## src/rtl/isw_pkg.sv

```systemverilog
// Shared helpers for the ISW masked-AND blocks: share count, random-bit count
// and the row-major (i<j) pair index used to lay out rand_in and cross terms.
package isw_pkg;

  function automatic int n_shares(input int d);
    return d + 1;
  endfunction

  function automatic int n_rand(input int d);
    return (d * (d + 1)) / 2;
  endfunction

  // Row-major position of pair (i,j), i<j, among all share pairs of order d.
  function automatic int pair_idx(input int i, input int j, input int d);
    return i * (d + 1) - (i * (i + 1)) / 2 + (j - i - 1);
  endfunction

endpackage

```

## src/rtl/isw_mul_core.sv

```systemverilog
// One ISW masked-AND copy of order D over W bit-sliced lanes, two register stages:
// stage 1 holds diagonal/cross products and the masks, stage 2 holds output shares.
module isw_mul_core
  import isw_pkg::*;
#(
  parameter int D = 1,
  parameter int W = 1
) (
  input  logic                         clk,
  input  logic                         reset,
  input  logic [n_shares(D)*W-1:0]     a_in,
  input  logic [n_shares(D)*W-1:0]     b_in,
  input  logic [n_rand(D)*W-1:0]       rand_in,
  output logic [n_shares(D)*W-1:0]     c_out
);

  localparam int N = n_shares(D);
  localparam int R = n_rand(D);

  logic [N*W-1:0] w_p_next;
  logic [R*W-1:0] w_t_next;
  logic [R*W-1:0] w_u_next;
  logic [N*W-1:0] w_c_next;

  logic [N*W-1:0] r_p;
  logic [R*W-1:0] r_t;
  logic [R*W-1:0] r_u;
  logic [R*W-1:0] r_r;
  logic [N*W-1:0] r_c;

  genvar gi, gj;

  for (gi = 0; gi < N; gi++) begin : g_share
    assign w_p_next[gi*W +: W] = a_in[gi*W +: W] & b_in[gi*W +: W];
    for (gj = gi + 1; gj < N; gj++) begin : g_pair
      localparam int K = pair_idx(gi, gj, D);
      assign w_t_next[K*W +: W] = (a_in[gi*W +: W] & b_in[gj*W +: W]) ^ rand_in[K*W +: W];
      assign w_u_next[K*W +: W] = a_in[gj*W +: W] & b_in[gi*W +: W];
    end
  end

  // Every operand below is a stage-1 register; t and u are only combined after registering.
  always_comb begin
    w_c_next = r_p;
    for (int i = 0; i < N; i++) begin
      for (int j = 0; j < N; j++) begin
        if (j > i) begin
          w_c_next[i*W +: W] = w_c_next[i*W +: W] ^ r_r[pair_idx(i, j, D)*W +: W];
        end else if (j < i) begin
          w_c_next[i*W +: W] = w_c_next[i*W +: W]
                               ^ r_t[pair_idx(j, i, D)*W +: W]
                               ^ r_u[pair_idx(j, i, D)*W +: W];
        end
      end
    end
  end

  always_ff @(posedge clk) begin
    if (reset) begin
      r_p <= '0;
      r_t <= '0;
      r_u <= '0;
      r_r <= '0;
      r_c <= '0;
    end else begin
      r_p <= w_p_next;
      r_t <= w_t_next;
      r_u <= w_u_next;
      r_r <= rand_in;
      r_c <= w_c_next;
    end
  end

  assign c_out = r_c;

endmodule

```

## src/rtl/isw_mul_dup_checked.sv

```systemverilog
// Spatially duplicated ISW AND with share-wise comparison and sticky alarm.
// Define ISW_DUP_INFECT_EN to zero c_out on any cycle with a detected mismatch.
module isw_mul_dup_checked
  import isw_pkg::*;
#(
  parameter int D = 1,
  parameter int W = 1
) (
  input  logic                         clk,
  input  logic                         reset,
  input  logic                         in_valid,
  input  logic [n_shares(D)*W-1:0]     a_in,
  input  logic [n_shares(D)*W-1:0]     b_in,
  input  logic [n_rand(D)*W-1:0]       rand_in,
  output logic                         out_valid,
  output logic [n_shares(D)*W-1:0]     c_out,
  output logic [n_shares(D)*W-1:0]     det_out,
  output logic                         fault_o,
  input  logic                         fault_clr
);

  localparam int N = n_shares(D);

  logic [N*W-1:0] w_a_buf;
  logic [N*W-1:0] w_c0;
  logic [N*W-1:0] w_c1;
  logic [N*W-1:0] w_det;
  logic           w_set;
  logic [1:0]     r_valid;
  logic           r_fault;

  genvar gi;

  // Copy 0 sees a_in through its own per-bit nets so the two copies stay disjoint.
  for (gi = 0; gi < N*W; gi++) begin : g_abuf
    assign w_a_buf[gi] = a_in[gi];
  end

  isw_mul_core #(.D(D), .W(W)) u_core0 (
    .clk     (clk),
    .reset   (reset),
    .a_in    (w_a_buf),
    .b_in    (b_in),
    .rand_in (rand_in),
    .c_out   (w_c0)
  );

  isw_mul_core #(.D(D), .W(W)) u_core1 (
    .clk     (clk),
    .reset   (reset),
    .a_in    (a_in),
    .b_in    (b_in),
    .rand_in (rand_in),
    .c_out   (w_c1)
  );

  assign w_det = ~(w_c0 ^ w_c1);
  assign w_set = r_valid[1] & ~(&w_det);

  always_ff @(posedge clk) begin
    if (reset) begin
      r_valid <= 2'b00;
      r_fault <= 1'b0;
    end else begin
      r_valid <= {r_valid[0], in_valid};
      if (w_set) begin
        r_fault <= 1'b1;
      end else if (fault_clr) begin
        r_fault <= 1'b0;
      end
    end
  end

  assign out_valid = r_valid[1];
  assign det_out   = w_det;
  assign fault_o   = r_fault;

`ifdef ISW_DUP_INFECT_EN
  assign c_out = w_set ? '0 : w_c0;
`else
  assign c_out = w_c0;
`endif

endmodule

```

## config.mk

```make
export PLATFORM = sky130hd
export DESIGN_NAME = isw_mul_dup_checked
export DESIGN_NICKNAME = d
export VERILOG_FILES = /design/src/rtl/isw_pkg.sv /design/src/rtl/isw_mul_core.sv /design/src/rtl/isw_mul_dup_checked.sv
export SDC_FILE = /design/constraint.sdc
export NUM_CORES = 1
export LEC_CHECK = 0
export BUFFER_PORTS_ARGS = -buffer_cell sky130_fd_sc_hd__buf_2
export CAP_MARGIN = 0
export CORE_AREA = 3 3 40 42
export DETAILED_ROUTE_END_ITERATION = 12
export DIE_AREA = 0 0 43 45
export PLACE_DENSITY_LB_ADDON = 0.12
export SLEW_MARGIN = 20
export SYNTH_ARGS = -nofsm -noshare
export SYNTH_HDL_FRONTEND = slang
export SYNTH_SLANG_ARGS = --single-unit
export TNS_END_PERCENT = 50
```

## constraint.sdc

```tcl
create_clock -name clk -period 0.8 [get_ports clk]
set_input_delay 0.04 -clock clk [delete_from_list [all_inputs] [get_ports clk]]
set_output_delay 0.04 -clock clk [all_outputs]
set_load 0.1 [all_outputs]
```

## Word level (Yosys, flattened, before mapping)

Index checks and enable logic that the tools add are counted.

| storage, ports and cells | value |
|---|---|
| word-level logic and storage cells | 23 |
| flip-flop bits (word level) | 10 |

| operators by class | value |
|---|---|
| bitwise operators | 12 |
| reductions and logical operators | 2 |
| muxes and demuxes | 2 |

Operators with widths:

| cell | number |
|---|---|
| AND 1 bit | 5 |
| bitwise XOR 1 bit | 4 |
| two-way mux 1 bit | 2 |
| NOT 2 bit | 1 |
| AND reduction 2 bit | 1 |
| nonzero test 2 bit | 1 |
| bitwise XOR 2 bit | 1 |
| NOT 1 bit | 1 |

## Logic depth before layout (Yosys ltp)

| depth | value |
|---|---|
| word-level depth | 6 |
| depth in mapped cells | 2 |
| mapped depth without buffers | 2 |

## Modules after synthesis

Synthesis repeated with hierarchy kept, for this count alone.

| unflattened totals | value |
|---|---|
| cell total of the unflattened synthesis | 49 |
| area total of the unflattened synthesis | 579.3 sq um |

Modules (own cells, without submodules):

| module | times used | area each (sq um) | cells each |
|---|---|---|---|
| isw_mul_core | 2 | 232.7 | 19 |
| isw_mul_dup_checked | 1 | 113.9 | 11 |

## Worst setup path after synthesis

Ideal clock, no wire load.

| path | value |
|---|---|
| kind | reg-to-output |
| start | reg u_core0.r_c[0], in the netlist u_core0.c_out[0] |
| end | out c_out[0] |
| data arrival time | 0.909 ns |
| slack | -0.149 ns |
| data required time | 0.760 ns |
| cell stages (with the launch flop) | 1 |
| path through | dfxtp_1 |

RTL lines:

| element | line | source |
|---|---|---|
| start: declaration | isw_mul_core.sv:29 | `logic [N*W-1:0] r_c;` |
| start signal: assignment | isw_mul_core.sv:70 | `r_c <= w_c_next;` |
| end: declaration | isw_mul_dup_checked.sv:16 | `output logic [n_shares(D)*W-1:0] c_out,` |

No word-level cell between the ends.

## Worst setup path after layout

| path | value |
|---|---|
| start | reg u_core0.r_t |
| end | reg u_core0.r_c[1], in the netlist u_core0.c_out[1] |

| on the way | value |
|---|---|
| longest elaborated chain between the ends | 2 |

RTL lines:

| element | line | source |
|---|---|---|
| start: declaration | isw_mul_core.sv:26 | `logic [R*W-1:0] r_t;` |
| start signal: assignment | isw_mul_core.sv:67 | `r_t <= w_t_next;` |
| bitwise XOR 1 bit | isw_mul_core.sv:51 | `^ r_t[pair_idx(j, i, D)*W +: W]` |
| bitwise XOR 1 bit | isw_mul_core.sv:52 | `^ r_u[pair_idx(j, i, D)*W +: W];` |

Every way passes these cells.
A chain may end at the register's enable or synchronous reset.

==> results.toml <==
[status]
status = "finished, violations left"
violations = "negative setup slack"

[critical_path]
cp.required_ps = 990
cpPeakStageDelay_ps = 360
cp-startpoint = "u_core0.r_t$_SDFF_PP0_"
r2r_end = "u_core0.c_out[1]$_SDFF_PP0_"
worstReg2RegStart = "u_core0.r_t$_SDFF_PP0_"
slowest_stage = "xnor3_1"
crit_chain = "xnor3_1 -> nor2_1"
rr_worst_depth = 2
cp.arrival_ps = 1000
r2r_slack_ps = -9
worstSetupEndpoint = "u_core0.c_out[1]$_SDFF_PP0_"
crit_type = "reg2reg"
start_kind = "register"
crit_fanout = 1
endpoint_kind = "register"

[placed_design]
numPortBuffers = 10
dpl_cell_area_um2 = 412
placedCellCount = 51
gp_congestion = 0.614
post-place-ws_ps = 0.815

[floorplanning]
start_util_pct = 24.5
die_x_um = 43
die_area_um2 = 1940
core_area_um2 = 1280
io_pins = 15
rows = 13
die_y_um = 45

[power_and_ir_drop]
p_sw_mw = 0.315
p_per_area_nw_per_um2 = 2360
p_int_mw = 0.747
leakagePower_nw = 0.206
p_comb_share_pct = 22.5
clock_power_share_pct = 31.6
finalPower_mw = 1.06
ir_drop_v = 0.000655
seq_power_share_pct = 45.9
switching_share_pct = 29.6

[grt]
grt_pass1_vias = 207
grt-ovfl-total = 0
grt_pass1_wl_um = 841
track_usage_pct = 6.96
grt_max_degree = 10
grt_antenna_before_repair = 0

[timing]
whs_ps = 19.1
rsz0062_at_grt = "yes"
timing.final.crit_share_pct = 101
setup-violations-final = 1
hold_violations = 0
fin_worst_skew_ps = 0.685
period_needed_ps = 809
drv_slew = 0
worst_slack_ps = -8.79
fin_tns_setup_ps = -8.79
clock.fmax_mhz = 1240

[synth]
ys_types = 12
syn_area_per_cell_um2 = 11.3
synth_warnings = 0
ys_ff_latch = 9
ys_seq_area_share_pct = 57.1
synth_cells = 28
netlist_area_um2 = 315

[detailed_routing]
drtAntennaViolNets = 0
wl_per_cell_um = 8.46
drt-total-wl_um = 474
num_vias = 213
drt_pre_antenna_iters = 1
via_per_inst = 3.80
drt-initial-drc-count = 0
drc = 0

[clock_tree]
cts_buffers = 3
htreeDepth = 1
insertion_delay_ps = 250
clk_pin_slew_ps = 60
cts_tree = "done"
clk_path_buf_depth = 2
clock-sinks = 9
cts-root-buf = "clkbuf_4"

[worst_hold_path]
min-delay-path-class = "in2reg"

[cells_and_area]
fillers = 138
design_area_um2 = 450
final_common_cell = "buf_2"
final_cell_mix = "buf_2 (7), dfxtp_1 (6)"
flow.area_growth_from_synthesis_pct = 42.9
ff_latch_area_um2 = 184
final_core_util_pct = 35.1
multi_input_area_um2 = 116
n_antenna_cell = 0
drive_above_1_share_pct = 41.5
num-nets-final = 51
fin_cells = 56

[flow_run]
drv_cap = 0
==> how the worst min path moves through the flow <==
stage             start                     endpoint  cells after the start
2_1_floorplan     reset  u_core0.c_out[0]$_SDFF_PP0_                      1
3_3_place_gp   in_valid        r_valid[0]$_SDFF_PP0_                      2
3_5_place_dp   in_valid        r_valid[0]$_SDFF_PP0_                      2
4_1_cts         a_in[1]    u_core0.r_p[1]$_SDFF_PP0_                      3
5_1_grt         a_in[1]    u_core0.r_p[1]$_SDFF_PP0_                      3
6_report        a_in[1]    u_core0.r_p[1]$_SDFF_PP0_                      3
==> area by class of cell <==
cell class	instances	area share [%]
Sequential cell	9	40.8
Multi-Input combinational cell	17	25.8
Timing Repair Buffer	11	23.3
Clock buffer	4	5.83
Tap cell	15	4.17
==> logic make-up after synthesis <==
family                 share of synthesized area, %
AND/OR/NAND/NOR                                18.7
buffers and inverters                          7.14
flip-flops                                     57.1
other                                          2.38
XOR/XNOR                                       9.92
AO/OA/AOI/OAI                                  4.76
==> sequential cells by signal (all words and copies together) (netlist names) <==
signal	count
u_core0.c_out	2
u_core0.r_p	2
u_core0.r_t	1
u_core0.r_u	1
r_valid	2
u_core0.r_r	1
==> critical path, delay by kind of cell (launching register included) <==
family | cells | cell delay [ps]
simple gates | 1 | 80
xor+xnor | 1 | 360
flops | 1 | 300
==> routing by layer <==
metal	global-route usage, %	part of all wire (%)	up-vias	wire length [um]
met5	0	0	-	0
met4	10.8	3.6	0	17
met3	3.59	9.9	2	47
met2	8.98	47	12	221
met1	6.40	39	92	187
li1	-	-	107	-
==> power by group through the flow <==
stage / registers (mW) / clock network [mW] / logic (mW)
6_report: 0.487 / 0.335 / 0.239
2_1_floorplan: 0.562 / 0 / 0.108
3_3_place_gp: 0.495 / 0 / 0.235
5_1_grt: 0.490 / 0.385 / 0.249
4_1_cts: 0.488 / 0.359 / 0.241
3_5_place_dp: 0.496 / 0 / 0.236
==> synthesized netlist by cell type <==
library cell | number | share of area, %
conb_1 | 2 | 2.4
dfxtp_1 | 9 | 57
nor2_1 | 3 | 3.6
buf_4 | 3 | 7.1
a21oi_1 | 1 | 1.6
xnor2_1 | 1 | 2.8
and3b_1 | 2 | 5.6
nor2b_1 | 3 | 6.0
xnor3_1 | 1 | 7.1
nand2_1 | 1 | 1.2
nand3b_1 | 1 | 2.4
a21bo_2 | 1 | 3.2
==> timing repair <==
action / 4_1_cts / 5_1_grt
hold buffers: 1 / 0
resized for setup: 2 / 0
buffers inserted: 0 / 0
endpoints found under the setup margin: 4 / 4
endpoints found under the hold margin: 1 / 0
No activity file was read; power rests on OpenSTA's default activity.
